--- src/rtl/multi_debounce.sv ---
// N-channel switch/button debouncer: 2-flop synchroniser per channel, then a saturating
// stability counter that commits a new clean level and emits registered rise/fall pulses.
module multi_debounce #(
  parameter int unsigned CHANNELS     = 2,
  parameter int unsigned STABLE_COUNT = 4,
  parameter int unsigned RESET_VAL    = 0
) (
  input  logic                clock,
  input  logic                reset,
  input  logic                tick,
  input  logic [CHANNELS-1:0] raw,
  output logic [CHANNELS-1:0] clean,
  output logic [CHANNELS-1:0] rise,
  output logic [CHANNELS-1:0] fall,
  output logic                any_chg
);

  localparam int unsigned CW = $clog2(STABLE_COUNT);
  localparam logic [CW-1:0] TERM = CW'(STABLE_COUNT - 1);
  localparam logic [CHANNELS-1:0] RST_LVL = {CHANNELS{1'(RESET_VAL)}};

  logic [CHANNELS-1:0]         s1_q, s1_d;
  logic [CHANNELS-1:0]         s2_q, s2_d;
  logic [CHANNELS-1:0]         clean_q, clean_d;
  logic [CHANNELS-1:0]         rise_q, rise_d;
  logic [CHANNELS-1:0]         fall_q, fall_d;
  logic [CHANNELS-1:0][CW-1:0] cnt_q, cnt_d;
  logic                        any_chg_q, any_chg_d;

  always_comb begin
    s1_d    = raw;
    s2_d    = s1_q;
    clean_d = clean_q;
    cnt_d   = cnt_q;
    rise_d  = '0;
    fall_d  = '0;
    for (int unsigned i = 0; i < CHANNELS; i++) begin
      // An agreeing sample aborts any pending change, independent of tick.
      if (s2_q[i] == clean_q[i]) begin
        cnt_d[i] = '0;
      end else if (tick) begin
        if (cnt_q[i] == TERM) begin
          clean_d[i] = s2_q[i];
          cnt_d[i]   = '0;
          rise_d[i]  = s2_q[i];
          fall_d[i]  = ~s2_q[i];
        end else begin
          cnt_d[i] = cnt_q[i] + 1'b1;
        end
      end
    end
    any_chg_d = |(rise_d | fall_d);
  end

  always_ff @(posedge clock or negedge reset) begin
    if (!reset) begin
      s1_q      <= RST_LVL;
      s2_q      <= RST_LVL;
      clean_q   <= RST_LVL;
      cnt_q     <= '0;
      rise_q    <= '0;
      fall_q    <= '0;
      any_chg_q <= 1'b0;
    end else begin
      s1_q      <= s1_d;
      s2_q      <= s2_d;
      clean_q   <= clean_d;
      cnt_q     <= cnt_d;
      rise_q    <= rise_d;
      fall_q    <= fall_d;
      any_chg_q <= any_chg_d;
    end
  end

  assign clean   = clean_q;
  assign rise    = rise_q;
  assign fall    = fall_q;
  assign any_chg = any_chg_q;

endmodule
--- config.mk ---
export PLATFORM = sky130hd
export DESIGN_NAME = multi_debounce
export DESIGN_NICKNAME = d
export VERILOG_FILES = /design/src/rtl/multi_debounce.sv
export SDC_FILE = /design/constraint.sdc
export NUM_CORES = 1
export LEC_CHECK = 0
export CELL_PAD_IN_SITES_DETAIL_PLACEMENT = 1
export CELL_PAD_IN_SITES_GLOBAL_PLACEMENT = 1
export CORE_UTILIZATION = 41
export CTS_CLUSTER_DIAMETER = 40
export CTS_CLUSTER_SIZE = 24
export DETAILED_ROUTE_END_ITERATION = 10
export GPL_ROUTABILITY_DRIVEN = 0
export PLACE_DENSITY_LB_ADDON = 0.1
export SLEW_MARGIN = 10
export SYNTH_ARGS = -nofsm -noshare
export SYNTH_HDL_FRONTEND = slang
export SYNTH_SLANG_ARGS = --single-unit
export TNS_END_PERCENT = 1
--- constraint.sdc ---
create_clock -name clock -period 2.3 [get_ports clock]
set_input_delay 0.23 -clock clock [delete_from_list [all_inputs] [get_ports clock]]
set_output_delay 0.23 -clock clock [all_outputs]
set_load 0.01 [all_outputs]
==> impl_metrics.json <==
{
  "grtUsageTotal_pct": 17.2,
  "grt_pass1_wl_mm": 1.72,
  "cp.arrival_ns": 1.30,
  "cp-start-kind": "flop",
  "synth-xor-area-share_pct": 2.85,
  "cts_tree": "done",
  "cap_violations": 0,
  "timing.final.ws_setup_ns": 0.774,
  "avgSynthCellArea_sq_um": 13.7,
  "synth_cell_type_count": 14,
  "p_int_w": 0.000501,
  "cts_resized": 0,
  "ir_worst_vdd_uv": 420,
  "synth-compound-area-share_pct": 1.63,
  "power.switching_w": 0.000219,
  "syn2layout_area_growth_pct": 23.6,
  "drive_gt1_share_pct": 10.2,
  "path_class": "reg2out",
  "insertion_delay_ns": 0.29,
  "hold_violations": 0,
  "vias_per_cell": 5.03,
  "path_clk_slew_ns": 0.09,
  "path_delay_family": "buffers and inverters",
  "skew_ns": 0.00715,
  "critPathRequiredTime_ns": 2.07,
  "die_x_um": 40.8,
  "drt_wl_total_um": 994,
  "grt_max_degree": 16,
  "setup_violations": 0,
  "cp-end-kind": "output pin",
  "max_stage_delay_ns": 0.57,
  "drt_iter0_drc": 4,
  "drt_pass1_iterations": 3,
  "cellLeakagePower_nw": 0.398,
  "clock.fmax_mhz": 655,
  "clock_sinks": 15,
  "combPwrFrac_pct": 27.1,
  "nets": 69,
  "synth_top_family_by_area": "simple AND/OR/NAND/NOR gates",
  "status": "finished, final reports clean",
  "antenna_left": 0,
  "syn_nets": 54,
  "rsz0062_at_grt": "false",
  "clockBufferDepth": 2,
  "coreArea_sq_um": 1350,
  "cp_cell_sequence": "clkdlybuf4s50_1",
  "wl_per_cell_um": 13.4,
  "drv_slew": 0,
  "vias": 372,
  "crit_fanout": 5,
  "pre_cts_ws_ns": 0.754,
  "rows": 13,
  "synth-simple-area-share_pct": 14.0,
  "die_y_um": 40.8,
  "io_pins": 12,
  "drcViolationCount": 0,
  "hold_class": "in2async",
  "p_seq_share_pct": 52.4,
  "antennaDiodeCount": 0,
  "synth_seq_cells": 15,
  "min_period_ns": 1.53,
  "powerDensity_nw_per_um2": 946,
  "tightest_slew_ns": 0.640,
  "fillers": 141,
  "finalCritPeriodShare_pct": 66.3,
  "grt_pass1_vias": 392,
  "port_buffers": 11,
  "syn_area_sq_um": 616,
  "initial_core_util_pct": 45.6,
  "synth.area.mux_share_pct": 8.13,
  "setup_tns_ns": 0,
  "layout_commonest_cell": "dfrtp_1",
  "syn_inst": 45,
  "clockPowerShare_pct": 20.5,
  "cts_made_buffers": 3,
  "switching_share_pct": 30.4,
  "cts_setup_buffers": 0,
  "antenna_found_initial": 0,
  "cts_hold_buf": 0,
  "fp.dieArea_sq_um": 1660,
  "ys.warnings.count": 0,
  "root_buffer": "clkbuf_4",
  "htreeDepth": 1,
  "slew_headroom_pct": 57.2,
  "yosysSeqAreaShare_pct": 61.0,
  "critPathBufInv": 1,
  "synth_fa_ha_area_share_pct": 8.13,
  "overflow": 0,
  "layout_common_cells": "15 x dfrtp_1, 11 x clkdlybuf4s50_1, 4 x nand4b_1, 4 x inv_1, 4 x ha_1",
  "cp_slowest_cell": "clkdlybuf4s50_1"
}
stage by stage:
step                      total power (W)  cell area (sq um)  cells  util [%]  hold WS, ns
after floorplan                  0.000491                616     45         -      -0.0656
after global placement           0.000556                733     70      54.3        0.335
after detailed placement         0.000586                733     70      54.3        0.348
after CTS                        0.000739                761     74      56.3        0.348
after global routing             0.000782                761     74      56.3        0.368
final                            0.000719                761     74      56.3        0.332
synth_stat cells:
| master | n | area, sq um |
|---|---|---|
| dfrtp_1 | 15 | 375 |
| ha_1 | 4 | 50.1 |
| inv_1 | 4 | 15.0 |
| nand4b_1 | 4 | 35.0 |
| a21oi_1 | 2 | 10.0 |
| mux2_4 | 2 | 30.0 |
| mux2i_1 | 2 | 20.0 |
| nand2_1 | 2 | 7.51 |
| nand2b_1 | 2 | 12.5 |
| nor2_1 | 2 | 7.51 |
| or3b_1 | 2 | 17.5 |
| xnor2_1 | 2 | 17.5 |
| buf_6 | 1 | 11.3 |
| nand4_1 | 1 | 6.26 |
worst paths after layout:
kind | endpoint | slack [ns] | from | cells past startpoint
setup / recovery | clean[1] | 0.77 | clean[1] | 1
hold / removal | any_chg | 0.33 | reset | 1
setup reg to reg | cnt_q[0] | 1.09 | cnt_q[0] | 3
hold reg to reg | s2_q[1] | 0.36 | s1_q[1] | 0
max in group asynchronous | s2_q[1] | 1.55 | reset | 1
min in group clock | s2_q[1] | 0.36 | s1_q[1] | 0
power groups by stage:
| stage | Clock (W) | Combinational [W] | Sequential (W) |
|---|---|---|---|
| final | 0.000147 | 0.000195 | 0.000377 |
| after detailed placement | 0 | 0.000202 | 0.000384 |
| after global routing | 0.000170 | 0.000223 | 0.000390 |
| after CTS | 0.000158 | 0.000202 | 0.000379 |
| after global placement | 0 | 0.000182 | 0.000374 |
| after floorplan | 0 | 0.000113 | 0.000377 |
registers in the layout, summed over array words and instances, names as in the netlist:
signal / count
cnt_q: 4
clean: 2
fall: 2
rise: 2
s1_q: 2
s2_q: 2
any_chg: 1
metal layers:
layer  global-route usage [%]  part of all wire [%]  vias to the layer above
li1                         -                     -                      179
met1                     18.7                    42                      176
met2                     27.0                    50                       15
met3                     8.15                   6.0                        2
met4                     10.0                   1.6                        0
met5                        0                     0                        -
cell families after synthesis:
family          count (synthesis)
fa+ha+maj                       4
buf+inv                         5
mux                             4
simple gates                   13
xor+xnor                        2
compound gates                  2
flops                          15
final cells by class:
class                      instances  area (sq um)  share of cell area (%)
sequential                        15           375                    49.3
multi-input combinational         25           214                    28.1
timing repair buffer              11           110                    14.5
clock buffer                       3          22.5                    2.96
tap                               15          18.8                    2.47
inverter                           4          15.0                    1.97
clock inverter                     1          5.00                   0.658
No activity file was read; power rests on OpenSTA's default activity.
